`src/rtl/traffic_phase_scheduler.sv`:
```
// Timed two-road intersection scheduler: prescaled tick, min/max green, fixed yellow
// and all-red clearance, with sensor-driven arbitration between road A and road B.
module traffic_phase_scheduler #(
    parameter int TICK_DIV  = 100_000_000,
    parameter int MIN_GREEN = 5,
    parameter int MAX_GREEN = 15,
    parameter int YELLOW_T  = 3,
    parameter int ALLRED_T  = 1
) (
    input  logic       clk,
    input  logic       reset_n,
    input  logic       sa,
    input  logic       sb,
    output logic [1:0] la,
    output logic [1:0] lb,
    output logic [2:0] phase,
    output logic       tick
);

    localparam int PW = (TICK_DIV > 2) ? $clog2(TICK_DIV) : 1;
    // tcnt also times yellow and all-red, so it must reach the largest of the three periods
    localparam int TMAX_A = (MAX_GREEN > YELLOW_T) ? MAX_GREEN : YELLOW_T;
    localparam int TMAX   = (TMAX_A > ALLRED_T) ? TMAX_A : ALLRED_T;
    localparam int TW     = (TMAX > 2) ? $clog2(TMAX) : 1;

    localparam logic [PW-1:0] PCNT_LAST = PW'(TICK_DIV - 1);
    localparam logic [TW-1:0] TCNT_SAT  = TW'(TMAX - 1);
    localparam logic [TW-1:0] MIN_M1    = TW'(MIN_GREEN - 1);
    localparam logic [TW-1:0] MAX_M1    = TW'(MAX_GREEN - 1);
    localparam logic [TW-1:0] YEL_M1    = TW'(YELLOW_T - 1);
    localparam logic [TW-1:0] CLR_M1    = TW'(ALLRED_T - 1);

    localparam logic [1:0] GREEN  = 2'b00;
    localparam logic [1:0] YELLOW = 2'b01;
    localparam logic [1:0] RED    = 2'b10;

    typedef enum logic [2:0] {
        A_GREEN = 3'd0,
        A_YEL   = 3'd1,
        CLR_AB  = 3'd2,
        B_GREEN = 3'd3,
        B_YEL   = 3'd4,
        CLR_BA  = 3'd5
    } state_t;

    state_t        state_r;
    state_t        nxt_s;
    logic          adv_s;
    logic          tick_s;
    logic [PW-1:0] pcnt_r;
    logic [TW-1:0] tcnt_r;
    logic          sa_q1_r, sa_q2_r, sb_q1_r, sb_q2_r;
    logic          sa_s, sb_s;

    assign sa_s   = sa_q2_r;
    assign sb_s   = sb_q2_r;
    assign tick_s = (pcnt_r == PCNT_LAST);
    assign tick   = tick_s;
    assign phase  = state_r;

    // Next-state selection; transitions only fire in tick cycles, illegal codes recover at once
    always_comb begin
        nxt_s = state_r;
        adv_s = 1'b0;
        case (state_r)
            A_GREEN: begin
                if (tick_s && (tcnt_r >= MIN_M1) && sb_s && (!sa_s || (tcnt_r >= MAX_M1))) begin
                    nxt_s = A_YEL;
                    adv_s = 1'b1;
                end else begin
                    nxt_s = A_GREEN;
                    adv_s = 1'b0;
                end
            end
            A_YEL: begin
                if (tick_s && (tcnt_r == YEL_M1)) begin
                    nxt_s = CLR_AB;
                    adv_s = 1'b1;
                end else begin
                    nxt_s = A_YEL;
                    adv_s = 1'b0;
                end
            end
            CLR_AB: begin
                if (tick_s && (tcnt_r == CLR_M1)) begin
                    nxt_s = B_GREEN;
                    adv_s = 1'b1;
                end else begin
                    nxt_s = CLR_AB;
                    adv_s = 1'b0;
                end
            end
            B_GREEN: begin
                if (tick_s && (tcnt_r >= MIN_M1) && sa_s && (!sb_s || (tcnt_r >= MAX_M1))) begin
                    nxt_s = B_YEL;
                    adv_s = 1'b1;
                end else begin
                    nxt_s = B_GREEN;
                    adv_s = 1'b0;
                end
            end
            B_YEL: begin
                if (tick_s && (tcnt_r == YEL_M1)) begin
                    nxt_s = CLR_BA;
                    adv_s = 1'b1;
                end else begin
                    nxt_s = B_YEL;
                    adv_s = 1'b0;
                end
            end
            CLR_BA: begin
                if (tick_s && (tcnt_r == CLR_M1)) begin
                    nxt_s = A_GREEN;
                    adv_s = 1'b1;
                end else begin
                    nxt_s = CLR_BA;
                    adv_s = 1'b0;
                end
            end
            default: begin
                nxt_s = A_GREEN;
                adv_s = 1'b1;
            end
        endcase
    end

    // Sensor synchronisers, phase state, prescaler and phase timer
    always_ff @(posedge clk or negedge reset_n) begin
        if (!reset_n) begin
            sa_q1_r <= 1'b0;
            sa_q2_r <= 1'b0;
            sb_q1_r <= 1'b0;
            sb_q2_r <= 1'b0;
            state_r <= A_GREEN;
            pcnt_r  <= '0;
            tcnt_r  <= '0;
        end else begin
            sa_q1_r <= sa;
            sa_q2_r <= sa_q1_r;
            sb_q1_r <= sb;
            sb_q2_r <= sb_q1_r;
            state_r <= nxt_s;
            if (adv_s) begin
                pcnt_r <= '0;
                tcnt_r <= '0;
            end else if (tick_s) begin
                pcnt_r <= '0;
                if (tcnt_r != TCNT_SAT) begin
                    tcnt_r <= tcnt_r + TW'(1);
                end else begin
                    tcnt_r <= tcnt_r;
                end
            end else begin
                pcnt_r <= pcnt_r + PW'(1);
                tcnt_r <= tcnt_r;
            end
        end
    end

    // Lamp codes decoded from the state register only
    always_comb begin
        la = RED;
        lb = RED;
        case (state_r)
            A_GREEN: begin la = GREEN;  lb = RED;    end
            A_YEL:   begin la = YELLOW; lb = RED;    end
            CLR_AB:  begin la = RED;    lb = RED;    end
            B_GREEN: begin la = RED;    lb = GREEN;  end
            B_YEL:   begin la = RED;    lb = YELLOW; end
            CLR_BA:  begin la = RED;    lb = RED;    end
            default: begin la = RED;    lb = RED;    end
        endcase
    end

endmodule

```
`config.mk`:
```
export PLATFORM = sky130hd
export DESIGN_NAME = traffic_phase_scheduler
export DESIGN_NICKNAME = d
export VERILOG_FILES = /design/src/rtl/traffic_phase_scheduler.sv
export SDC_FILE = /design/constraint.sdc
export NUM_CORES = 1
export LEC_CHECK = 0
export BUFFER_PORTS_ARGS = -buffer_cell sky130_fd_sc_hd__buf_2
export CAP_MARGIN = 30
export CORE_ASPECT_RATIO = 1.4
export CORE_MARGIN = 8
export CORE_UTILIZATION = 30
export DETAILED_ROUTE_END_ITERATION = 7
export GPL_ROUTABILITY_DRIVEN = 1
export SLEW_MARGIN = 15
export SYNTH_ARGS = -nofsm -noshare
export SYNTH_HDL_FRONTEND = slang
export SYNTH_SLANG_ARGS = --single-unit
```
`constraint.sdc`:
```
create_clock -name clk -period 2.7 [get_ports clk]
set_input_delay 0.405 -clock clk [delete_from_list [all_inputs] [get_ports clk]]
set_output_delay 0.405 -clock clk [all_outputs]
set_load 0.005 [all_outputs]
```
Word level (Yosys, flattened, before mapping) --
Cells that the tools add are included.
Word-level totals: bits in registers 38, bits of input ports 4
Operators by class: add/subtract/negate cells 2, magnitude comparators 2, eq/ne operators 8, muxes and demuxes 19, reductions and logical operators 18
Operators with widths (count):
- 27-bit 2-to-1 mux | 2
- 27-bit by 1-bit adder with 27-bit output (second input constant) | 1
- 27-bit equality test (second input constant) | 1
- 3-bit one-hot mux with 6 select lines | 1
- 4-bit 2-to-1 mux | 3
- 2-bit one-hot mux with 2 select lines | 2
- 1-bit logical AND | 7
- 1-bit 2-to-1 mux | 7
- 3-bit by 2-bit equality test with 1-bit output (second input constant) | 2
- 3-bit equality test (second input constant) | 2
- 3-bit 2-to-1 mux | 2
- 4-bit by 1-bit adder with 4-bit output (second input constant) | 1
- 4-bit by 2-bit equality test with 1-bit output (second input constant) | 1
- 4-bit by 3-bit >= comparator with 1-bit output (second input constant) | 1
- 4-bit >= comparator (second input constant) | 1
- 4-bit zero test | 1
- 4-bit != test (second input constant) | 1
- 1-bit one-hot mux with 4 select lines | 1
- 2-bit nonzero test | 2
- 2-bit OR reduction | 2
- 3-bit by 1-bit equality test with 1-bit output (second input constant) | 1
- 3-bit zero test | 1
- 1-bit zero test | 2
- 1-bit logical OR | 2
- other kinds (2) | 2

Depth between registers and ports, before layout --
Gate-level depths: netlist of run 1.
depth after elaboration 8, gate-level depth with buffers 8, depth with buffers taken out 7

Worst setup path after synthesis of run 1 --
No wires, ideal clock.
kind register -> register, start point register pcnt_r[10], end point register pcnt_r[17], arrival 1.986 ns, data required time 2.579 ns, slack 0.593 ns, stages on the path, launching flop included 8, clock period less this slack 2.107 ns, path through dfrtp_1 > or4_4 > nand4bb_4 > or3_1 > buf_2 > nand2_1 > buf_2 > nor2_1
Between the ends: word-level cells in the longest chain between the ends 7
Ends and longest elaborated chain:
- from (decl) | RTL line 50 | logic [PW-1:0] pcnt_r;
- from (signal assigned) | RTL line 154 | pcnt_r <= pcnt_r + PW'(1);
- parallel branches: the longest is 6 deep, another holds 27-bit by 1-bit adder with 27-bit output
- 27-bit 2-to-1 mux * | RTL line 143 | if (adv_s) begin
Mark *: on every way between the ends. A chain may end at the register's enable or synchronous reset.

Worst setup path in the final report of run 1 --
start point register pcnt_r[10], end point output tick
Between the ends: word-level cells in the longest chain between the ends 1
Ends and longest elaborated chain:
- 27-bit equality test | RTL line 57 | assign tick_s = (pcnt_r == PCNT_LAST);
- to (decl) | RTL line 17 | output logic tick
Every way passes these cells.

==> impl_metrics.tcl, run 1 <==
set metrics [dict create \
    status "finished, final reports clean" \
    hold_buffers 0 \
    stdcell_area_um2 2255 \
    grt_pass1_vias 1570 \
    period_minus_slack_ns 2.476 \
    port_buffers 11 \
    drive_gt1_frac 0.1310 \
    crit_arrival_ns 2.07 \
    final.period_utilization 0.9171 \
    drtIter0Drc 43 \
    startpoint_type "register" \
    p_sw_mw 0.1951 \
    leakage_nw 0.9870 \
    setup_ws_ns 0.2239 \
    track_usage 0.09223 \
    cts_tree "built" \
    cts_root_buf "clkbuf_8" \
    synth_cells 212 \
    cts_setup_buffers 0 \
    synthDistinctLibCells 38 \
    worst_slew_pin_slew_ns 0.8247 \
    vias 1537 \
    power.density_nw_per_um2 432.4 \
    hold_class "in -> async" \
    num_antenna_cells 0 \
    setup_violations 0 \
    cts.sinks 38 \
    synth_area_leaders "dfrtp_1, xnor2_1, nor2_1" \
    synth_commonest_cells "dfrtp_1, nor2_1, xnor2_1" \
    synth_edf_count 0 \
    clkLatencyLatePin_ns 0.28 \
    peakVddDrop_uv 171.3 \
    power.total_mw 0.9750 \
    synth_top_area_frac 0.4726 \
    max-cap-violations 0 \
    fmax_mhz 403.9 \
    rows 35 \
    area_delta_synth_final_pct 12.06 \
    finalSetupTns_ns 0 \
    drt-vias-per-instance 5.073 \
    synth.avg_cell_area_um2 9.490 \
    skew_ns 0.009667 \
    wl_per_cell_um 13.19 \
    gr-total-overflow 0 \
    die-area_um2 9620 \
    routed_wl_mm 3.997 \
    synth_seq_cells 38 \
    fin_util 0.3455 \
    cts_buffers 5 \
    post-place-ws_ns 0.4517 \
    worstPathRequired_ns 2.30 \
    yosysTopAreaCell "dfrtp_1" \
    syn_area_um2 2012 \
    dp_cells 295 \
    synth_most_common_cell "dfrtp_1" \
    pwr-share-comb 0.013 \
    rsz0062_at_grt "false" \
    synthArstFlopShare 1.000 \
    synth-main-ff-cell "dfrtp_1" \
    p_int_mw 0.7799 \
    final_nets 236 \
    start_util 0.3083 \
    slew_violations 0 \
    grt_pass1_wl_mm 7.162 \
    grt_max_degree 39 \
    io_pins 12 \
    path_max_fanout 4 \
    critPathKind "reg -> out" \
    h-tree-depth 2 \
    finalHoldViolations 0 \
    dr.pass1.iters 4 \
    fin_cells 303 \
    ant_nets 0 \
    clk_pin_slew_ns 0.07 \
    clkPwrFrac 0.399 \
    clock_path_buffers 2 \
    holdWs_ns 0.2168 \
    drcViolationCount 0 \
    relSlewSlack 0.4502 \
    final.fill_count 683 \
    antenna_found_initial 0 \
    dieWidth_um 85.21 \
    dpl_cell_area_um2 2163 \
    detailed_place_hpwl_mm 2.949 \
    syn-num-nets 220 \
    core-area_um2 6525 \
    cts_resized 0 \
    end_kind "output pin" \
    synth_seq_area_share 0.4726 \
    gp_congestion 0.7581 \
    ys_warn_count 0 \
    p_seq_frac 0.588 \
    die_height_um 112.9 \
    netSwitchingFraction 0.2001 \
]
worst max-delay path, stage by stage, from the launching register on:
cell	delay [ns]
dfrtp_1	0.42
or4_4	0.55
nor4_1	0.24
nand2_1	0.09
nor3_1	0.31
buf_2	0.18
area by class of cell:
cell class | instances | area (um^2) | area share
Clock buffer | 7 | 86.33 | 0.03829
Tap cell | 74 | 92.59 | 0.04107
Inverter | 7 | 26.28 | 0.01165
Timing Repair Buffer | 15 | 85.08 | 0.03774
Clock inverter | 1 | 5.005 | 0.002220
Multi-Input combinational cell | 161 | 1008 | 0.4473
Sequential cell | 38 | 950.9 | 0.4218
path summary, 6_finish.rpt:
path                       startpoint          to  slack [ns]  cells past startpoint
max in group asynchronous     reset_n    phase[0]        1.96                      1
setup reg to reg            pcnt_r[0]   tcnt_r[2]        0.48                      7
hold reg to reg               sb_q1_r     sb_q2_r        0.35                      0
hold / removal                reset_n  pcnt_r[19]        0.22                      1
setup / recovery           pcnt_r[10]        tick        0.22                      5
min in group clk                   sb     sb_q1_r        0.22                      1
registers in the layout, summed over array words and instances, names as in the netlist:
signal	flops
sa_q1_r	1
pcnt_r	27
sa_q2_r	1
sb_q1_r	1
sb_q2_r	1
tcnt_r	4
phase	3
cell families after synthesis:
kind of cell | Yosys count | share of synthesized area
multiplexers | 1 | 0.005597
XOR/XNOR | 26 | 0.1132
AND/OR/NAND/NOR | 108 | 0.2848
AO/OA/AOI/OAI | 22 | 0.07277
adder cells (fa/ha/maj) | 4 | 0.02488
flip-flops | 38 | 0.4726
buffers and inverters | 13 | 0.02612
per-layer routing:
layer | vias to the layer above | GRT usage | wire length, um | share of wire
li1 | 769 | - | - | -
met3 | 6 | 0.02683 | 164 | 0.041
met4 | 0 | 0.04773 | 90 | 0.023
met2 | 25 | 0.1595 | 2066 | 0.52
met5 | - | 0 | 0 | 0
met1 | 737 | 0.09886 | 1676 | 0.42
cell usage in the layout, fill, tap and decap left out, types with 2 or more instances in the layout:
master | synthesis | final
nand2b_1 | 3 | 3
buf_2 | 3 | 11
and4_1 | 6 | 6
dfrtp_1 | 38 | 38
nand3_1 | 14 | 14
xnor2_1 | 17 | 17
or2_2 | 2 | 2
buf_4 | 0 | 4
clkbuf_8 | 0 | 6
xor2_1 | 9 | 9
o21ai_0 | 5 | 5
ha_1 | 4 | 4
nand2_1 | 15 | 15
a21oi_1 | 7 | 7
inv_1 | 7 | 7
nor4_1 | 4 | 4
or3_1 | 3 | 3
nor2_1 | 34 | 34
and3_1 | 3 | 3
nor3_1 | 11 | 11
nand4_1 | 6 | 6
power groups by stage:
stage	Combinational (mW)	Sequential (mW)	Clock [mW]
final	0.0130	0.573	0.389
after global routing	0.0158	0.573	0.429
after CTS	0.0144	0.573	0.411
after detailed placement	0.0144	0.584	0
after global placement	0.0141	0.584	0
after floorplan	0.000686	0.584	0
Note: power is estimated with default switching activity, not from simulation.
==> run 2, diff against run 1 <==
--- a/config.mk
+++ b/config.mk
@@ -12,6 +12,7 @@
 export CORE_UTILIZATION = 30
 export DETAILED_ROUTE_END_ITERATION = 7
 export GPL_ROUTABILITY_DRIVEN = 1
+export REMOVE_ABC_BUFFERS = 1
 export SLEW_MARGIN = 15
 export SYNTH_ARGS = -nofsm -noshare
 export SYNTH_HDL_FRONTEND = slang
==> impl_metrics.tcl, run 2 (synthesis results as in run 1) <==
set metrics [dict create \
    status "finished, final reports clean" \
    gr-total-overflow 0 \
    grt_pass1_wl_mm 7.044 \
    clk_pin_slew_ns 0.07 \
    num_antenna_cells 0 \
    dp_cells 294 \
    period_minus_slack_ns 2.461 \
    worst_slew_pin_slew_ns 0.8301 \
    path_cells "ha_1 -> and3_1 -> and2_0 -> nand2_1 -> nor3_1 -> buf_2" \
    path_max_fanout 5 \
    die-area_um2 9620 \
    drt-vias-per-instance 5.215 \
    stdcell_area_um2 2262 \
    max-cap-violations 0 \
    cts_tree "built" \
    antenna_found_initial 0 \
    routed_wl_mm 4.053 \
    crit_arrival_ns 2.06 \
    fin_cells 302 \
    hold_buffers 0 \
    netSwitchingFraction 0.1872 \
    cts_buffers 5 \
    pwr-share-comb 0.012 \
    worstPathRequired_ns 2.30 \
    relSlewSlack 0.4466 \
    finalSetupTns_ns 0 \
    end_kind "output pin" \
    p_sw_mw 0.1959 \
    final.period_utilization 0.9115 \
    detailed_place_hpwl_mm 2.906 \
    dr.pass1.iters 4 \
    setup_violations 0 \
    rsz0062_at_grt "false" \
    grt_pass1_vias 1526 \
    hold_class "in -> async" \
    cts_setup_buffers 0 \
    h-tree-depth 2 \
    ant_nets 0 \
    setup_ws_ns 0.2388 \
    core-area_um2 6525 \
    drtIter0Drc 45 \
    drcViolationCount 0 \
    port_buffers 11 \
    holdWs_ns 0.2126 \
    final_common_cell "dfrtp_1" \
    worst_path_max_delay_cell "dfrtp_1" \
    final_cell_mix "dfrtp_1, nor2_1, xnor2_1" \
    track_usage 0.08979 \
    finalHoldViolations 0 \
    leakage_nw 0.9858 \
    largest_reg_flops 27 \
    wl_per_cell_um 13.42 \
    cts_resized 0 \
    peakVddDrop_uv 178.8 \
    gp_congestion 0.7897 \
    start_util 0.3083 \
    cpPeakStageDelay_ns 0.41 \
    clock_path_buffers 2 \
    area_delta_synth_final_pct 12.44 \
    rows 35 \
    critPathKind "reg -> out" \
    drive_gt1_frac 0.1228 \
    power.density_nw_per_um2 462.5 \
    post-place-ws_ns 0.4196 \
    vias 1575 \
    p_int_mw 0.8504 \
    p_seq_frac 0.548 \
    dpl_cell_area_um2 2156 \
    slew_violations 0 \
    grt_max_degree 39 \
    fmax_mhz 406.3 \
    cts_root_buf "clkbuf_8" \
    skew_ns 0.007221 \
    final_nets 235 \
    cts.sinks 38 \
    die_height_um 112.9 \
    io_pins 12 \
    clkLatencyLatePin_ns 0.28 \
    startpoint_type "register" \
    clkPwrFrac 0.440 \
    largest-register "pcnt_r" \
    dieWidth_um 85.21 \
]
## run 2: cell count changes in the layout (fill, tap and decap cells not counted), sizes merged
| cell | delta |
|---|---|
| clkinv | -1 |
| bufinv | +1 |
| buf | -1 |
## run 2: power groups by stage
stage	clock, mW	combinational [mW]	sequential (mW)
6_report	0.460	0.0130	0.573
5_1_grt	0.507	0.0159	0.573
4_1_cts	0.483	0.0144	0.573
3_5_place_dp	0	0.0143	0.584
3_3_place_gp	0	0.0141	0.584
2_1_floorplan	0	0.000686	0.584
## run 2: cell type report
type / count / area (um^2)
clock inverter: 1 / 30.03
sequential: 38 / 950.9
multi-input combinational: 161 / 1008
fill: 658 / 4263
inverter: 7 / 26.28
timing repair buffer: 14 / 77.57
tap: 74 / 92.59
clock buffer: 7 / 76.32
## run 2: final timing paths
| kind | start | end | slack, ns | cells after the start |
|---|---|---|---|---|
| min | reset_n | pcnt_r[20] | 0.21 | 1 |
| max reg2reg | pcnt_r[0] | tcnt_r[1] | 0.39 | 7 |
| min in group clk | sb | sb_q1_r | 0.22 | 1 |
| min reg2reg | sa_q1_r | sa_q2_r | 0.35 | 0 |
| max | pcnt_r[0] | tick | 0.24 | 6 |
| max in group asynchronous | reset_n | pcnt_r[26] | 1.96 | 1 |
## run 2: per-stage QoR
stage / power (mW) / utilization
final: 1.046 / 0.3467
after global routing: 1.095 / 0.3467
after CTS: 1.070 / 0.3467
after detailed placement: 0.5984 / 0.3304
after global placement: 0.5981 / 0.3304
after floorplan: 0.5845 / -
## run 2: worst max-delay path, delay by kind of cell (launching register included)
family | cells | cell delay, ns
and+or+nand+nor | 4 | 0.99
adders and majority gates | 1 | 0.20
buffers and inverters | 1 | 0.18
DFF | 1 | 0.41
## run 2: routing by layer
metal,vias up,track usage,part of all wire
li1,764,-,-
met1,778,0.1006,0.44
met2,23,0.1517,0.49
met3,10,0.02538,0.039
met4,0,0.04415,0.024
met5,-,0,0
